## src/rtl/control_preparacion.sv

```systemverilog
// Brew sequencer: heater, then coffee/milk/chocolate valves timed per latched coffee type, then a listo pulse.
// Outputs are registered from the next state, so they line up with the state register. There is no backpressure; one order at a time.
module control_preparacion #(
  parameter int T_CALENTAR  = 4,
  parameter int T_CAFE      = 3,
  parameter int T_LECHE     = 2,
  parameter int T_CHOCOLATE = 2
) (
  input  logic       clk,
  input  logic       reset,
  input  logic       iniciarProceso,
  input  logic [1:0] tipoCafe,
  input  logic       cancelar,
  output logic       calentador,
  output logic       valvulaCafe,
  output logic       valvulaLeche,
  output logic       valvulaChocolate,
  output logic       ocupado,
  output logic       listo,
  output logic       abortado,
  output logic [2:0] etapa
);

  localparam int TMAX_A = (T_CALENTAR > T_CAFE) ? T_CALENTAR : T_CAFE;
  localparam int TMAX_B = (T_LECHE > T_CHOCOLATE) ? T_LECHE : T_CHOCOLATE;
  localparam int TMAX   = (TMAX_A > TMAX_B) ? TMAX_A : TMAX_B;
  // The counter only ever holds T_x-1, so $clog2(TMAX) bits are enough.
  localparam int CW     = (TMAX > 1) ? $clog2(TMAX) : 1;

  typedef enum logic [2:0] {
    IDLE      = 3'd0,
    CALENTAR  = 3'd1,
    CAFE      = 3'd2,
    LECHE     = 3'd3,
    CHOCOLATE = 3'd4,
    LISTO     = 3'd5,
    REARME    = 3'd6,
    ABORTO    = 3'd7
  } estado_t;

  estado_t         estado, estado_n;
  logic [CW-1:0]   cnt, cnt_n;
  logic [1:0]      tipo, tipo_n;

  always_ff @(posedge clk) begin
    if (reset) begin
      estado           <= IDLE;
      cnt              <= '0;
      tipo             <= 2'd0;
      calentador       <= 1'b0;
      valvulaCafe      <= 1'b0;
      valvulaLeche     <= 1'b0;
      valvulaChocolate <= 1'b0;
      ocupado          <= 1'b0;
      listo            <= 1'b0;
      abortado         <= 1'b0;
      etapa            <= 3'd0;
    end else begin
      estado           <= estado_n;
      cnt              <= cnt_n;
      tipo             <= tipo_n;
      calentador       <= (estado_n == CALENTAR);
      valvulaCafe      <= (estado_n == CAFE);
      valvulaLeche     <= (estado_n == LECHE);
      valvulaChocolate <= (estado_n == CHOCOLATE);
      ocupado          <= (estado_n != IDLE);
      listo            <= (estado_n == LISTO);
      abortado         <= (estado_n == ABORTO);
      etapa            <= estado_n;
    end
  end

  always_comb begin
    estado_n = estado;
    tipo_n   = tipo;
    cnt_n    = (cnt != '0) ? cnt - CW'(1) : '0;
    case (estado)
      IDLE: begin
        cnt_n = '0;
        if (iniciarProceso) begin
          estado_n = CALENTAR;
          tipo_n   = tipoCafe;
          cnt_n    = CW'(T_CALENTAR - 1);
        end
      end
      CALENTAR: begin
        // Abort wins over the stage timeout: nothing has been dispensed yet.
        if (cancelar) begin
          estado_n = ABORTO;
          cnt_n    = '0;
        end else if (cnt == '0) begin
          estado_n = CAFE;
          cnt_n    = CW'(T_CAFE - 1);
        end
      end
      CAFE: begin
        if (cnt == '0) begin
          if (tipo == 2'd0) begin
            estado_n = LISTO;
            cnt_n    = '0;
          end else begin
            estado_n = LECHE;
            cnt_n    = CW'(T_LECHE - 1);
          end
        end
      end
      LECHE: begin
        if (cnt == '0) begin
          if (tipo == 2'd3) begin
            estado_n = CHOCOLATE;
            cnt_n    = CW'(T_CHOCOLATE - 1);
          end else begin
            estado_n = LISTO;
            cnt_n    = '0;
          end
        end
      end
      CHOCOLATE: begin
        if (cnt == '0) begin
          estado_n = LISTO;
          cnt_n    = '0;
        end
      end
      // A still-high iniciarProceso must not start a second brew.
      LISTO, ABORTO: begin
        cnt_n    = '0;
        estado_n = iniciarProceso ? REARME : IDLE;
      end
      REARME: begin
        cnt_n = '0;
        if (!iniciarProceso) estado_n = IDLE;
      end
      default: begin
        estado_n = IDLE;
        cnt_n    = '0;
      end
    endcase
  end

endmodule

```

## config.mk

```make
export PLATFORM = sky130hd
export DESIGN_NAME = control_preparacion
export DESIGN_NICKNAME = d
export VERILOG_FILES = /design/src/rtl/control_preparacion.sv
export SDC_FILE = /design/constraint.sdc
export NUM_CORES = 1
export LEC_CHECK = 0
export BUFFER_PORTS_ARGS = -buffer_cell sky130_fd_sc_hd__clkbuf_2
export CORE_AREA = 2 2 42 44
export CTS_CLUSTER_DIAMETER = 150
export DETAILED_ROUTE_END_ITERATION = 7
export DIE_AREA = 0 0 44 46
export PLACE_DENSITY_LB_ADDON = 0.1
export SLEW_MARGIN = 20
export SYNTH_ARGS = -nofsm -noshare
export SYNTH_HDL_FRONTEND = slang
export SYNTH_SLANG_ARGS = --single-unit
```

## constraint.sdc

```tcl
create_clock -name clk -period 1.8 [get_ports clk]
set_input_delay 0.18 -clock clk [delete_from_list [all_inputs] [get_ports clk]]
set_output_delay 0.18 -clock clk [all_outputs]
set_load 0.005 [all_outputs]
```

### Word level (Yosys, flattened, before mapping)

Index checks and enable logic that the tools add are counted.

| storage, ports and cells | value |
|---|---|
| bits in registers | 14 |
| input port bits | 6 |
| word-level logic and storage cells | 54 |

| operators by class | value |
|---|---|
| $add $sub $neg | 1 |
| equality and inequality tests | 14 |
| muxes and demuxes | 21 |
| reductions and logical operators | 8 |

Operator list:

| kind | number |
|---|---|
| 2-to-1 mux 3 bit | 9 |
| equality test 3 bit, second input constant | 7 |
| case mux 3 bit (7 select lines) | 1 |
| 2-to-1 mux 2 bit | 7 |
| equality test 3 x 2 -> 1 bit, second input constant | 4 |
| case mux 2 bit (6 select lines) | 1 |
| equality test 3 x 1 -> 1 bit, second input constant | 2 |
| zero test 2 bit | 2 |
| zero test 3 bit | 1 |
| 2-to-1 mux 1 bit | 3 |
| nonzero test 3 bit | 1 |
| OR reduction 3 bit | 1 |
| equality test 2 bit, second input constant | 1 |
| AND reduction 2 bit | 1 |
| nonzero test 2 bit | 1 |
| OR reduction 2 bit | 1 |
| subtractor 2 x 1 -> 2 bit, second input constant | 1 |

### Depth between registers and ports, before layout

Gate-level depths: netlist of run 1.

| depth | value |
|---|---|
| depth in word-level cells | 5 |
| gate-level depth with buffers | 6 |

### Worst setup path after synthesis of run 1

OpenSTA, ideal clock, no wires.

| path | value |
|---|---|
| path kind | reg2reg |
| from | register cnt[0] |
| to | register estado[2] |
| library setup time | 0.067 ns |
| arrival | 1.485 ns |
| required time | 1.733 ns |
| slack | 0.248 ns |
| cell stages (with the launch flop) | 6 |
| clock period less this slack | 1.552 ns |
| cell sequence | dfxtp_1 -> inv_1 -> ha_1 -> or3b_1 -> o311a_4 -> a21oi_2 |

| between the ends | value |
|---|---|
| cells in the longest elaborated chain, start to end | 4 |
| elaborated cells between the ends (all ways) | 7 |
| classes of those cells | 6 x mux; 1 x reduce/logical |

RTL lines:

| item | RTL line | source |
|---|---|---|
| start, declared | 42 | `logic [CW-1:0] cnt, cnt_n;` |
| start signal, assigned | 60 | `cnt <= cnt_n;` |
| zero test 2 bit (*) | - |  |
| 2-to-1 mux 3 bit | 91 | `end else if (cnt == '0) begin` |
| 2-to-1 mux 3 bit | 88 | `if (cancelar) begin` |
| case mux 3 bit (7 select lines) (*) | 77 | `case (estado)` |
| end signal, assigned | 59 | `estado <= estado_n;` |
| end, declared | 41 | `estado_t estado, estado_n;` |

Every way passes the cells marked *; elsewhere a longest branch is shown, timed or not.
A chain may end at the register's enable or synchronous reset.

### Final worst setup path of run 1

| path | value |
|---|---|
| from | register cnt[0] |
| to | register valvulaCafe |

| between the ends | value |
|---|---|
| cells in the longest elaborated chain, start to end | 5 |
| elaborated cells between the ends (all ways) | 8 |
| classes of those cells | 1 x eq/ne; 6 x mux; 1 x reduce/logical |

RTL lines:

| item | RTL line | source |
|---|---|---|
| zero test 2 bit (*) | - |  |
| 2-to-1 mux 3 bit | 91 |  |
| 2-to-1 mux 3 bit | 88 |  |
| case mux 3 bit (7 select lines) (*) | 77 |  |
| equality test 3 x 2 -> 1 bit (*) | 63 | `valvulaCafe <= (estado_n == CAFE);` |
| end signal, assigned | 63 |  |
| end, declared | 15 | `output logic valvulaCafe,` |

Marked as above.

==> results.py, run 1 <==
metrics = {
    "sta": {
        "hold_viol": 0,
        "slew_headroom": 0.6738,
        "setup_tns_ns": 0,
        "period_minus_slack_ns": 1.698,
        "fmax_ghz": 0.5889,
        "rsz0062_at_grt": "false",
        "period_share": 0.9434,
        "drv_slew": 0,
        "finClkSkew_ns": 0.003044,
        "setup_viol": 0,
        "worst_pin_slew_ns": 0.4863,
    },
    "setup_path": {
        "cp_max_fo": 6,
        "cp.required_ns": 2.00,
        "endpoint": "valvulaCafe",
        "rrSetupSlack_ns": 0.10,
        "criticalPathCategory": "flop to flop",
        "r2r_end": "valvulaCafe",
        "reg2reg_depth": 6,
        "r2r_start": "cnt[0]",
        "critPathCaptureType": "flop",
        "worst_ep_arrival_time_ns": 1.90,
        "crit_start": "cnt[0]",
        "startpoint_type": "flop",
    },
    "pwr": {
        "seqPwrFrac": 0.310,
        "internal-power_mw": 1.018,
        "power_density_mw_per_mm2": 1907,
        "clock_power_share": 0.135,
        "finalPower_mw": 1.732,
        "ir_drop_uv": 981.0,
        "p_switching_mw": 0.7146,
        "netSwitchingFraction": 0.4125,
        "p_leak_nw": 0.4086,
        "p_comb_frac": 0.555,
    },
    "yosys": {
        "synth_area_leaders": "dfxtp_1, ha_1, nor2_1",
        "yosys_warnings": 0,
        "synth_top_area_share": 0.3660,
        "postSynth.topFlopCell": "dfxtp_1",
        "ys_types": 34,
        "synth_nets": 95,
        "async_flop_share": 0,
        "synth_seq_area_share": 0.3660,
        "synth_most_common_cell": "dfxtp_1",
        "syn-cell-area_um2": 765.7,
        "ys_seq_elements": 14,
        "synth_commonest_cells": "dfxtp_1, nor2_1, inv_1, nand2_1, ha_1",
        "syn_inst": 85,
        "avgSynthCellArea_um2": 9.009,
        "synth-edff-count": 0,
        "yosys.area.top_type": "dfxtp_1",
    },
    "placed_design": {
        "globalplace.congestion": 0.8685,
        "io_buffers": 15,
        "dp_hpwl_um": 1228,
        "placed_area_um2": 869.6,
    },
    "die": {
        "rows": 15,
        "die_area_mm2": 0.002024,
        "pin_count": 16,
        "core_area_mm2": 0.001614,
        "fp.dieH_um": 46,
        "die_w_um": 44,
        "initial_core_util": 0.4744,
    },
    "cts": {
        "cts_root_buffer": "clkbuf_4",
        "clk-insertion-delay-late_ns": 0.29,
        "cts_buffers": 3,
        "clk_pin_slew_ns": 0.08,
        "cts_max_path_buffers": 2,
        "cts_tree": "done",
        "clock-sinks": 14,
        "htreeDepth": 1,
    },
    "drt": {
        "dr_total_vias": 667,
        "dr.pass1.iters": 4,
        "drc_errors": 0,
        "m1WireLength_um": 753,
        "viasPerCell": 5.467,
        "drt-total-wl_um": 1658,
        "wire_per_inst_um": 13.59,
        "topRoutingLayerUsed": "met4",
        "met3_length_um": 94,
        "ant_nets": 0,
        "drtIter0Drc": 11,
        "dr_wl_met2_um": 763,
    },
    "finish": {
        "final_area_um2": 908.4,
        "drive_above_1_share": 0.3048,
        "n_fill_cell": 151,
        "nNetsFinal": 116,
        "syn_to_final_growth_pct": 18.63,
        "diodes": 0,
    },
    "global_route": {
        "antenna_found_initial": 0,
        "grt_pass1_vias": 581,
        "grt_max_degree": 14,
        "grt_overflow": 0,
        "grt_usage": 0.1901,
        "grt_pass1_wl_um": 2691,
    },
    "min_path": {
        "holdCritPathClass": "input port to flop",
        "min-delay-start": "tipoCafe[1]",
    },
    "run": {
        "drv_cap": 0,
    },
    "outcome": {
        "status": "finished clean",
    },
}
## cell families after synthesis
family,synth area share
fa+ha+maj,0.06536
buf+inv,0.06861
xor+xnor,0.01144
compound gates,0.2042
simple gates,0.2582
mux,0.02614
flops,0.3660
## metrics by stage
step / hold WS [ns] / cells / setup slack (ns) / util
4_1_cts: 0.1144 / 122 / 0.06748 / 0.5612
2_1_floorplan: 0.3272 / 85 / 0.2480 / -
6_report: 0.1163 / 122 / 0.1020 / 0.5628
3_5_place_dp: 0.4247 / 118 / 0.09982 / 0.5388
5_1_grt: 0.1500 / 122 / 0.002088 / 0.5628
3_3_place_gp: 0.4202 / 118 / 0.1711 / 0.5388
## timing repair
item | in CTS | in global routing
buffers inserted | 0 | 0
setup endpoints to repair | 0 | 2
hold buffers | 0 | 0
resized for setup | 0 | 1
## power by group through the flow
stage | registers (mW) | logic, mW | clock network (mW)
2_1_floorplan | 0.486 | 0.741 | 0
4_1_cts | 0.535 | 0.956 | 0.240
3_5_place_dp | 0.543 | 0.943 | 0
6_report | 0.537 | 0.961 | 0.234
5_1_grt | 0.554 | 1.06 | 0.244
3_3_place_gp | 0.543 | 0.940 | 0
## routing by layer
layer  track usage  up-vias
li1              -      339
met1        0.2368      298
met2        0.3029       25
met3       0.02778        5
met4        0.1273        0
met5             0        -
## critical path: stages (launching register included)
cell	delay (ns)
dfxtp_1	0.32
inv_1	0.12
ha_2	0.25
or3b_1	0.40
a22oi_1	0.25
nor3_1	0.08
and3_1	0.18
## how the worst min path moves through the flow
stage,slack (ns),to,cells after the start
6_report,0.12,tipo[1],3
5_1_grt,0.15,tipo[0],3
4_1_cts,0.11,tipo[1],3
3_5_place_dp,0.42,tipo[1],3
3_3_place_gp,0.42,tipo[0],3
2_1_floorplan,0.33,tipo[0],2
## flip-flops by register name, summed over array words and instances (netlist names)
signal and count:
listo 1, valvulaCafe 1, tipo 2, valvulaLeche 1
valvulaChocolate 1, estado 3, calentador 1, ocupado 1
abortado 1, cnt 2
## final cells by class
class | count | area (µm²) | area share
tap | 17 | 21.27 | 0.02342
multi-input combinational | 61 | 435.4 | 0.4793
sequential | 14 | 280.3 | 0.3085
clock buffer | 4 | 36.28 | 0.03994
timing repair buffer | 20 | 112.6 | 0.1240
inverter | 6 | 22.52 | 0.02479
## layout by cell type (no fill, tap or decap), types with 2 or more instances in the layout
cell type,instances
nand2_1,5
a211oi_1,3
o21ai_0,2
nand3_1,3
nand2b_1,3
nor2b_1,3
clkbuf_2,15
ha_1,3
mux2i_1,2
nor2_1,9
a21oi_1,3
clkbuf_4,3
and3_1,2
buf_4,5
or3b_1,2
nor3_1,3
o21a_1,2
inv_1,6
dfxtp_1,14
No activity file was read; power rests on OpenSTA's default activity.
==> run 2, diff against run 1 <==
BUFFER_PORTS_ARGS = -buffer_cell sky130_fd_sc_hd__buf_4   (was -buffer_cell sky130_fd_sc_hd__clkbuf_2)
SLEW_MARGIN = 30   (was 20)
==> run 2 against run 1 <==
Net effect: cell count stayed put; largest power group unchanged; critical path depth is 1 lower; sequential power fell by 3%; cell area up 5.2%; non-clock buffer count unchanged; clock skew increased by 0.0046 ns.
==> results.py, run 2 (synthesis results as in run 1) <==
metrics = {
    "global_route": {
        "grt_pass1_vias": 568,
        "grt_overflow": 0,
        "grt_max_degree": 11,
        "grt_pass1_wl_um": 2622,
        "antenna_found_initial": 0,
        "grt_usage": 0.1818,
    },
    "drt": {
        "dr_total_vias": 680,
        "dr.pass1.iters": 4,
        "drt-total-wl_um": 1578,
        "drtIter0Drc": 19,
        "drc_errors": 0,
        "wire_per_inst_um": 12.93,
        "ant_nets": 0,
        "viasPerCell": 5.574,
    },
    "outcome": {
        "status": "finished clean",
    },
    "min_path": {
        "holdCritPathClass": "input port to flop",
    },
    "cts": {
        "ctsHoldBuffers": 0,
        "cts_tree": "done",
        "cts_buffers": 3,
        "cts-resized-gates": 0,
        "post_cts_buffers": 0,
        "clk_pin_slew_ns": 0.09,
        "cts_root_buffer": "clkbuf_4",
        "htreeDepth": 1,
        "clock-sinks": 14,
        "cts_max_path_buffers": 2,
        "clk-insertion-delay-late_ns": 0.28,
    },
    "setup_path": {
        "worst_ep_arrival_time_ns": 1.92,
        "critPathCaptureType": "flop",
        "criticalPathCategory": "flop to flop",
        "path_cells": "inv_1 > ha_2 > or3b_1 > o311a_4 > a21oi_2",
        "critPathBufInv": 1,
        "startpoint_type": "flop",
        "critPathSlowestCell": "or3b_1",
        "cp_max_fo": 6,
        "cpLargestDelayFamily": "compound AO/OA/AOI/OAI gates",
        "cp.required_ns": 2.02,
        "slowest_delay_ns": 0.42,
    },
    "die": {
        "rows": 15,
        "initial_core_util": 0.4744,
        "die_area_mm2": 0.002024,
        "die_w_um": 44,
        "fp.dieH_um": 46,
        "pin_count": 16,
        "core_area_mm2": 0.001614,
    },
    "pwr": {
        "power_density_mw_per_mm2": 1878,
        "ir_drop_uv": 938.0,
        "p_leak_nw": 0.4211,
        "finalPower_mw": 1.795,
    },
    "finish": {
        "drive_above_1_share": 0.3238,
        "final_cell_mix": "buf_4, dfxtp_1, nor2_1",
        "largest_reg_flops": 3,
        "top_regs": "estado: 3 flops, cnt: 2 flops, tipo: 2 flops",
        "largest_register": "estado",
        "syn_to_final_growth_pct": 24.84,
        "n_fill_cell": 135,
        "diodes": 0,
        "final_common_cell": "buf_4",
        "nNetsFinal": 116,
        "stdcell_count": 122,
    },
    "placed_design": {
        "dp_hpwl_um": 1199,
        "place_inst": 118,
        "globalplace.congestion": 0.8762,
        "io_buffers": 15,
    },
    "sta": {
        "setup_tns_ns": 0,
        "hold_ws_ns": 0.1187,
        "slew_headroom": 0.7156,
        "drv_slew": 0,
        "hold_viol": 0,
        "rsz0062_at_grt": "false",
        "worst_pin_slew_ns": 0.4240,
        "period_share": 0.9424,
        "setup_viol": 0,
        "finClkSkew_ns": 0.007662,
        "period_minus_slack_ns": 1.696,
        "fmax_ghz": 0.5895,
    },
    "run": {
        "drv_cap": 0,
    },
}
## run 2: metal layers
metal | share of wire | up-vias | global-route usage
li1 | - | 335 | -
met1 | 0.47 | 316 | 0.2440
met2 | 0.45 | 25 | 0.2765
met3 | 0.058 | 4 | 0.03571
met4 | 0.016 | 0 | 0.09091
met5 | 0 | - | 0
## run 2: worst paths after layout
path	slack (ns)	depth (start not counted)	end	start
min reg2reg	0.55	2	tipo[1]	tipo[1]
min	0.12	2	estado[2]	reset
max	0.10	5	estado[2]	cnt[0]
max reg2reg	0.10	5	estado[2]	cnt[0]
## run 2: layout make-up
class                           instances  area [µm²]  area share
Clock buffer                            4       36.28     0.03796
Multi-Input combinational cell         61       445.4      0.4660
Timing Repair Buffer                   20       150.1      0.1571
Sequential cell                        14       280.3      0.2932
Inverter                                6       22.52     0.02356
Tap cell                               17       21.27     0.02225
## run 2: report_power, final
group	internal [mW]	leakage, nW	switching (mW)
clock	0.123	0.0210	0.108
sequential	0.412	0.115	0.106
combinational	0.534	0.285	0.511
total	1.07	0.421	0.725
## run 2: through the flow
stage	setup WS, ns	util	area [µm²]
detailed placement	0.07577	0.5620	907.1
global route	0.03420	0.5922	955.9
floorplan	0.2480	-	765.7
global placement	0.1725	0.5620	907.1
finish	0.1036	0.5922	955.9
CTS	0.05349	0.5845	943.4
## run 2: worst register-to-register path, stage by stage, from the launching register on
cell	delay, ns
dfxtp_1	0.32
inv_1	0.12
ha_2	0.25
or3b_1	0.42
o311a_4	0.39
a21oi_2	0.13
